File: config.mk
export PLATFORM = sky130hd
export DESIGN_NAME = seg7_scan_driver
export DESIGN_NICKNAME = d
export VERILOG_FILES = /design/src/rtl/seg7_pkg.sv /design/src/rtl/seg7_decode_ext.sv /design/src/rtl/seg7_scan_driver.sv
export SDC_FILE = /design/constraint.sdc
export NUM_CORES = 1
export LEC_CHECK = 0
export ABC_AREA = 1
export CAP_MARGIN = 20
export CORE_UTILIZATION = 50
export DETAILED_ROUTE_END_ITERATION = 7
export MAX_ROUTING_LAYER = met4
export PLACE_DENSITY = 0.74
export SYNTH_ARGS = -nofsm -noshare
export SYNTH_HDL_FRONTEND = slang
export SYNTH_SLANG_ARGS = --single-unit
File: constraint.sdc
create_clock -name clk -period 1.7 [get_ports clk]
set_input_delay 0.255 -clock clk [delete_from_list [all_inputs] [get_ports clk]]
set_output_delay 0.255 -clock clk [all_outputs]
set_load 0.05 [all_outputs]
File: src/rtl/seg7_pkg.sv
// seg7_pkg: shared digit codes, active-low segment patterns and width helper for the scan driver
package seg7_pkg;
    localparam logic [3:0] CODE_MINUS       = 4'd10;
    localparam logic [3:0] CODE_E           = 4'd11;
    localparam logic [3:0] CODE_FIRST_BLANK = 4'd12;
    localparam logic [3:0] CODE_BLANK       = 4'd15;

    localparam logic [6:0] SEG_0     = 7'b0000001;
    localparam logic [6:0] SEG_1     = 7'b1001111;
    localparam logic [6:0] SEG_2     = 7'b0010010;
    localparam logic [6:0] SEG_3     = 7'b0000110;
    localparam logic [6:0] SEG_4     = 7'b1001100;
    localparam logic [6:0] SEG_5     = 7'b0100100;
    localparam logic [6:0] SEG_6     = 7'b0100000;
    localparam logic [6:0] SEG_7     = 7'b0001111;
    localparam logic [6:0] SEG_8     = 7'b0000000;
    localparam logic [6:0] SEG_9     = 7'b0000100;
    localparam logic [6:0] SEG_MINUS = 7'b1111110;
    localparam logic [6:0] SEG_E     = 7'b0110000;
    localparam logic [6:0] SEG_OFF   = 7'b1111111;

    function automatic int idx_width(int n);
        return (n > 1) ? $clog2(n) : 1;
    endfunction
endpackage

File: src/rtl/seg7_decode_ext.sv
// seg7_decode_ext: 4-bit digit code to active-low a..g segments, codes 12-15 blank
module seg7_decode_ext
    import seg7_pkg::*;
(
    input  logic [3:0] code,
    output logic [6:0] seg
);
    always_comb begin
        seg = SEG_OFF;
        case (code)
            4'd0:       seg = SEG_0;
            4'd1:       seg = SEG_1;
            4'd2:       seg = SEG_2;
            4'd3:       seg = SEG_3;
            4'd4:       seg = SEG_4;
            4'd5:       seg = SEG_5;
            4'd6:       seg = SEG_6;
            4'd7:       seg = SEG_7;
            4'd8:       seg = SEG_8;
            4'd9:       seg = SEG_9;
            CODE_MINUS: seg = SEG_MINUS;
            CODE_E:     seg = SEG_E;
            default:    seg = SEG_OFF;
        endcase
    end
endmodule

File: src/rtl/seg7_scan_driver.sv
// seg7_scan_driver: frame-synchronous multiplexed N-digit 7-segment driver with guard
// interval, leading-zero suppression, decimal points and whole-display blanking
module seg7_scan_driver
    import seg7_pkg::*;
#(
    parameter int NUM_DIGITS  = 4,
    parameter int REFRESH_DIV = 100000,
    parameter int GUARD       = 2
) (
    input  logic                    clk,
    input  logic                    rst_n,
    input  logic [4*NUM_DIGITS-1:0] digits_in,
    input  logic [NUM_DIGITS-1:0]   dp_in,
    input  logic                    load,
    input  logic                    lz_blank,
    input  logic                    blank_all,
    output logic                    update_pending,
    output logic                    frame_done,
    output logic [NUM_DIGITS-1:0]   an,
    output logic [6:0]              seg,
    output logic                    dp
);
    localparam int IW = idx_width(NUM_DIGITS);
    localparam int PW = idx_width(REFRESH_DIV);
    localparam int DW = 4 * NUM_DIGITS;

    logic [PW-1:0]         presc_q, presc_d;
    logic [IW-1:0]         idx_q, idx_d;
    logic [DW-1:0]         pend_dig_q, pend_dig_d, sh_dig_q, sh_dig_d;
    logic [NUM_DIGITS-1:0] pend_dp_q, pend_dp_d, sh_dp_q, sh_dp_d, an_q, an_d, sup;
    logic                  upd_q, upd_d, fd_q, fd_d, dp_q, dp_d;
    logic                  slot_end, wrap, lit, lead;
    logic [6:0]            seg_q, seg_d, dec_seg;
    logic [3:0]            code;

    assign code = sh_dig_q[{idx_q, 2'b00} +: 4];

    seg7_decode_ext u_dec (
        .code (code),
        .seg  (dec_seg)
    );

    // a digit is suppressed while it and every more-significant digit are zero
    always_comb begin
        lead = lz_blank;
        sup  = '0;
        for (int i = NUM_DIGITS - 1; i > 0; i--) begin
            lead   = lead && (sh_dig_q[4*i +: 4] == 4'd0);
            sup[i] = lead;
        end
    end

    always_comb begin
        slot_end   = presc_q == PW'(REFRESH_DIV - 1);
        wrap       = slot_end && (idx_q == IW'(NUM_DIGITS - 1));
        presc_d    = slot_end ? '0 : presc_q + 1'b1;
        idx_d      = !slot_end ? idx_q : wrap ? '0 : idx_q + 1'b1;
        upd_d      = load || (upd_q && !wrap);
        pend_dig_d = load ? digits_in : pend_dig_q;
        pend_dp_d  = load ? dp_in : pend_dp_q;
        sh_dig_d   = (wrap && upd_q) ? pend_dig_q : sh_dig_q;
        sh_dp_d    = (wrap && upd_q) ? pend_dp_q : sh_dp_q;
        fd_d       = wrap;
        lit        = (presc_q >= PW'(GUARD)) && !blank_all && !sup[idx_q] && (code < CODE_FIRST_BLANK);
        an_d       = lit ? ~(NUM_DIGITS'(1) << idx_q) : '1;
        seg_d      = lit ? dec_seg : SEG_OFF;
        dp_d       = !(lit && sh_dp_q[idx_q]);
    end

    always_ff @(posedge clk or negedge rst_n) begin
        if (!rst_n) begin
            presc_q    <= '0;
            idx_q      <= '0;
            pend_dig_q <= '0;
            pend_dp_q  <= '0;
            sh_dig_q   <= {NUM_DIGITS{CODE_BLANK}};
            sh_dp_q    <= '0;
            upd_q      <= 1'b0;
            fd_q       <= 1'b0;
            an_q       <= '1;
            seg_q      <= SEG_OFF;
            dp_q       <= 1'b1;
        end else begin
            presc_q    <= presc_d;
            idx_q      <= idx_d;
            pend_dig_q <= pend_dig_d;
            pend_dp_q  <= pend_dp_d;
            sh_dig_q   <= sh_dig_d;
            sh_dp_q    <= sh_dp_d;
            upd_q      <= upd_d;
            fd_q       <= fd_d;
            an_q       <= an_d;
            seg_q      <= seg_d;
            dp_q       <= dp_d;
        end
    end

    assign update_pending = upd_q;
    assign frame_done     = fd_q;
    assign an             = an_q;
    assign seg            = seg_q;
    assign dp             = dp_q;
endmodule
==> Word-level counts from Yosys, hierarchy flattened <==
Memories as Yosys holds them, arrays and structs flattened.
Cells that the tools add are included.
{ "op_classes": {"add_sub_neg": 2, "n_eq_ne": 2, "n_mux": 8, "n_shift": 2, "n_lt_le_gt_ge": 3, "n_bitwise": 1, "n_reduce_logical": 18} }
{ "op_table": {"columns": ["op", "count"], "rows": [
  ["17-bit by 1-bit adder with 17-bit output, second input constant", 1],
  ["17-bit == test, second input constant", 1],
  ["17-bit by 2-bit >= comparator with 1-bit output, second input constant", 1],
  ["17-bit two-way mux", 1],
  ["16-bit by 5-bit variable part select with 4-bit output", 1],
  ["4-bit logical NOT", 3],
  ["1-bit logical AND", 10],
  ["7-bit two-way mux", 1],
  ["1-bit binary-select mux with 2-bit select", 2],
  ["1-bit logical NOT", 4],
  ["4-bit < comparator, second input constant", 1],
  ["4-bit two-way mux", 1],
  ["4-bit NOT", 1],
  ["1-bit by 2-bit << shifter with 4-bit output, first input constant", 1],
  ["2-bit by 3-bit < comparator with 1-bit output, second input constant", 1],
  ["2-bit by 1-bit adder with 2-bit output, second input constant", 1],
  ["2-bit == test, second input constant", 1],
  ["1-bit two-way mux", 2],
  ["2-bit two-way mux", 1],
  ["1-bit logical OR", 1]
]} }
{ "word_totals": {"rom_bits": 112, "memories": 1, "output_inout_bits": 14, "reg_bits": 73} }
{ "mem_list": {"columns": ["name", "depth", "width", "rd", "rd_ports_with_merged_regs", "wr", "line", "text"], "rows": [
  ["(name not given)", 16, 7, 1, 0, 0, "seg7_decode_ext.sv:10", "case (code)"]
]} }

==> Logic depth before layout (Yosys ltp) <==
{ "logic_depth": {"word_depth": 11, "ltp_mapped": 13, "ltp_nobuf": 12} }

==> Cells and area by module <==
From an unflattened synthesis, not the netlist that was laid out.
{ "unflattened": {"hier_cells": 436, "hier_area_um2": 3746.1} }
{ "modules_own_cells": {"columns": ["mod", "instances", "area_per_inst_um2", "cells_each"], "rows": [
  ["seg7_scan_driver", 1, 3523.4, 399],
  ["seg7_decode_ext", 1, 222.7, 37]
]} }

==> Least setup slack after synthesis <==
Ideal clock, no wire load.
{ "synth_path": {"path_type": "flip-flop to flip-flop", "startpoint": "reg idx_q[0]", "endpoint": "reg seg_q[2] (netlist: seg[2])", "t_arrival_ns": 1.526, "t_required_ns": 1.625, "stages_incl_launch_ff": 10, "synth_period_minus_slack_ns": 1.601, "setup_time_ns": 0.075, "slack_ns": 0.099, "cell_sequence": "dfrtp_1 -> buf_2 -> nand2_1 -> nand3_1 -> nand2_1 -> ha_1 -> o21ai_0 -> nand2_1 -> inv_1 -> nand2_2"} }
{ "synth_between": {"elab_chain_cells": 6} }
{ "synth_lines": {"columns": ["item", "line", "text"], "rows": [
  ["from (decl)", "seg7_scan_driver.sv:28", "logic [IW-1:0] idx_q, idx_d;"],
  ["from (signal assigned)", "seg7_scan_driver.sv:85", "idx_q <= idx_d;"],
  ["parallel branches: the longest is 5 deep, another holds memory 16 x 7 bit", null, null],
  ["7-bit two-way mux (*)", "seg7_scan_driver.sv:66", "seg_d = lit ? dec_seg : SEG_OFF;"],
  ["named net seg_d[2]", "seg7_scan_driver.sv:33", "logic [6:0] seg_q, seg_d, dec_seg;"],
  ["to (signal assigned)", "seg7_scan_driver.sv:93", "seg_q <= seg_d;"],
  ["to (decl)", "seg7_scan_driver.sv:33", null]
]} }
Mark *: on every way through the listed nets, which the timed path passes. The select of a mux whose other input is x is not followed.
A chain may end at the register's enable or synchronous reset.

==> Final worst setup path <==
{ "layout_path": {"startpoint": "reg presc_q[1]", "endpoint": "reg sh_dig_q[14]"} }
{ "layout_between": {"elab_chain_cells": 3} }
{ "layout_lines": {"columns": ["item", "line", "text"], "rows": [
  ["from (decl)", "seg7_scan_driver.sv:27", "logic [PW-1:0] presc_q, presc_d;"],
  ["from (signal assigned)", "seg7_scan_driver.sv:84", "presc_q <= presc_d;"],
  ["17-bit == test", "seg7_scan_driver.sv:54", "slot_end = presc_q == PW'(REFRESH_DIV - 1);"],
  ["1-bit logical AND", "seg7_scan_driver.sv:55", "wrap = slot_end && (idx_q == IW'(NUM_DIGITS - 1));"],
  ["1-bit logical AND", "seg7_scan_driver.sv:61", "sh_dig_d = (wrap && upd_q) ? pend_dig_q : sh_dig_q;"],
  ["to (signal assigned)", "seg7_scan_driver.sv:76", "sh_dig_q <= {NUM_DIGITS{CODE_BLANK}};"],
  ["to (signal assigned)", "seg7_scan_driver.sv:88", "sh_dig_q <= sh_dig_d;"],
  ["to (decl)", "seg7_scan_driver.sv:29", "logic [DW-1:0] pend_dig_q, pend_dig_d, sh_dig_q, sh_dig_d;"]
]} }
Every way passes these cells.

==> flow_summary.yaml <==
finish:
  diodes: 0
  fin_util: 0.631
  multi_input_area_sq_um: 1640
  finalNonFillerCells: 677
  areaGrowthSynthToFinish_pct: 22.1
  final_layout_size_suffix_gt1_frac: 0.203
  fin_nets: 607
  nFillCells: 691
  seqCellArea_sq_um: 1860
critical_path:
  r2r_start: "presc_q[1]"
  end_kind: "flip-flop"
  cp_num_cells: 9
  cp.required_ns: 1.97
  crit_arrival_ns: 1.86
  start_kind: "flip-flop"
  crit_buf_inv: 2
  r2r_cells: 9
  crit_start: "presc_q[1]"
  cp-endpoint: "sh_dig_q[14]"
  worst-path-max-fanout: 12
  critPathSlowestCell: "dfrtp_1"
  cpLargestDelayFamily: "simple AND/OR/NAND/NOR gates"
  slowest_delay_ns: 0.40
  crit_path_cell_trace: "ha_2 -> nand2_2 -> nor2_4 -> nand2_4 -> nor2_8 -> clkbuf_16 -> nand4_1 -> nand2_1 -> inv_1"
  reg2reg_setup_slack_ns: 0.12
  r2r-end: "sh_dig_q[14]"
  path_class: "flip-flop to flip-flop"
global_routing:
  grt.met3_usage: 0.0327
  grt_overflow_total: 0
  grt_busiest_layer: "met2"
  use_met2: 0.326
  grt_pass1_wl_mm: 14.0
  grt_max_degree: 42
  grt.total_usage: 0.218
  antenna_found_initial: 0
  grt_pass1_vias: 3102
  grt.met1_usage: 0.302
status:
  status: "finished clean"
floorplan:
  die_area_sq_um: 8300
  rows: 32
  start_util: 0.516
  ios: 39
  die_w_microns: 91.1
  coreArea_sq_um: 7690
  fp.dieH_microns: 91.1
placed_design:
  dp_cells: 654
  dp_slack_ns: 0.0338
  dp_hpwl_mm: 5.80
  routabilityCongestion: 0.910
  portBuffers: 38
routing:
  ant_nets: 0
  drt_pass1_iterations: 5
  vias_per_cell: 4.77
  vias: 3230
  wl_per_cell_microns: 11.8
  finalWirelength_mm: 8.00
  dr.first_iter.drc_count: 191
  drc_errors: 0
clock_tree:
  insertion_delay_ns: 0.34
  cts_buffer_depth: 2
  cts.sinks: 73
  cts_made_buffers: 9
  tritoncts: "done"
  htreeDepth: 3
  cts-root-buf: "clkbuf_8"
  clk_pin_slew_ns: 0.08
synthesis:
  synth_cells: 513
  avgSynthCellArea_sq_um: 7.74
  synthDistinctLibCells: 26
  syn_area_sq_um: 3970
  ys_seq_area_frac: 0.469
  synthesis.nets: 550
  synth_seq_cells: 73
  yosys_warnings: 0
sta:
  rsz0062_at_grt: "yes"
  maxSlewViolCount: 0
  period_share: 0.931
  worstMarginPinSlew_ns: 0.610
  finalHoldViolCount: 0
  setup_viol: 0
  relSlewSlack: 0.590
  clock_skew_ns: 0.00785
  finalWorstSetupSlack_ns: 0.118
  timing.fmax_ghz: 0.632
  post-route-min-period_ns: 1.58
power_and_ir_drop:
  powerDensity_nw_per_um2: 738
  vdd_ir_drop_max_v: 0.000529
  p_leak_nw: 2.56
min_path:
  worstHoldPathType: "input port to async pin"
job:
  maxCapViolCount: 0
-- logic make-up (layout without fill, tap and decap cells) --
| group | after synthesis | after routing | synth area share |
|---|---|---|---|
| buf+inv | 120 | 181 | 0.126 |
| compound gates | 38 | 38 | 0.0479 |
| xor+xnor | 6 | 6 | 0.0132 |
| fa+ha+maj | 12 | 12 | 0.0378 |
| flops | 73 | 73 | 0.469 |
| simple gates | 264 | 265 | 0.306 |
-- report_power, final --
group	leakage, nW	internal, W	total (W)	switching [W]
Combinational	1.58	0.0000986	0.000233	0.000134
Sequential	0.864	0.00180	0.00181	0.0000125
Clock	0.115	0.000902	0.00154	0.000634
Total	2.56	0.00280	0.00358	0.000781
-- metrics by stage --
| step | hold WS, ns | total power (W) | setup TNS (ns) | instance area, sq um |
|---|---|---|---|---|
| final | 0.437 | 0.00358 | 0 | 4850 |
| after global routing | 0.488 | 0.00372 | -0.0343 | 4850 |
| after CTS | 0.455 | 0.00361 | 0 | 4760 |
| after detailed placement | 0.282 | 0.00208 | 0 | 4520 |
| after global placement | 0.263 | 0.00207 | 0 | 4520 |
| after floorplan | -0.0406 | 0.00194 | 0 | 3970 |
-- synthesized netlist by cell type --
library cell,number,area share
nor3_1,11,0.014
nor2_1,38,0.036
xor2_1,6,0.013
nand2_1,135,0.13
buf_6,6,0.017
nor2_4,1,0.0028
nand2_2,16,0.025
dfstp_2,28,0.19
nor2_8,1,0.0050
nor2_2,1,0.0016
nand3_4,1,0.0044
ha_1,12,0.038
inv_2,4,0.0038
dfrtp_1,45,0.28
nand3b_1,1,0.0019
nand4_1,22,0.035
nor4_1,1,0.0016
inv_1,100,0.095
nand3_2,2,0.0050
nand2_4,2,0.0057
a21oi_1,6,0.0076
nand3_1,32,0.040
o21ai_0,32,0.040
buf_4,1,0.0019
clkbuf_1,8,0.0076
buf_2,1,0.0013
-- area by class of cell --
cell class                 count  share of cell area
multi-input combinational    321               0.338
clock inverter                 5              0.0160
tap                          102              0.0263
timing repair buffer          61               0.124
clock buffer                  11              0.0312
sequential                    73               0.384
inverter                     104              0.0805
-- routing by layer --
| layer | wire length (microns) | vias to the layer above |
|---|---|---|
| li1 | - | 1685 |
| met1 | 3830 | 1443 |
| met2 | 3690 | 92 |
| met3 | 360 | 10 |
| met4 | 128 | 0 |
| met5 | 0 | - |
-- placed cells by master, fill, tap and decap left out --
cell type          n
clkinvlp_4         1
nor3_1            11
ha_1              10
nor2_2             2
dfstp_2           28
dfrtp_1           45
ha_2               2
bufinv_16          2
buf_2              1
nand3b_1           1
nand3_2            2
inv_1             99
nand2_1          132
clkdlybuf4s50_1   23
clkbuf_8          11
nand3_1           32
clkbuf_16          1
a21oi_1            6
dlygate4sd3_1      1
inv_2              5
nand4_1           22
nor2_4             1
o21ai_1            2
buf_4             29
xor2_1             6
buf_12             5
clkinv_2           2
nand2_4            2
nand3_4            2
nor4_1             1
nor2_1            37
nor2_8             1
buf_6              1
o21ai_0           30
nand2_2           19
-- worst min-delay path by stage --
stage	endpoint	slack [ns]	cells past startpoint	startpoint
after floorplan	frame_done	-0.04	0	rst_n
after global placement	presc_q[6]	0.26	1	rst_n
after detailed placement	presc_q[6]	0.28	1	rst_n
after CTS	presc_q[6]	0.45	2	rst_n
after global routing	pend_dig_q[12]	0.49	3	digits_in[12]
final	presc_q[6]	0.44	2	rst_n
-- registers in the layout, summed over array words and instances (netlist names) --
name	cells
seg	7
sh_dp_q	4
pend_dp_q	4
idx_q	2
dp	1
update_pending	1
frame_done	1
sh_dig_q	16
pend_dig_q	16
an	4
presc_q	17
-- what timing repair did --
| action | 4_1_cts | 5_1_grt |
|---|---|---|
| hold buffers | 1 | 0 |
| resized for setup | 0 | 11 |
| endpoints found under the hold margin | 18 | 0 |
| setup buffers | 0 | 4 |
| endpoints found under the setup margin | 0 | 26 |
No activity file was read; power rests on OpenSTA's default activity.
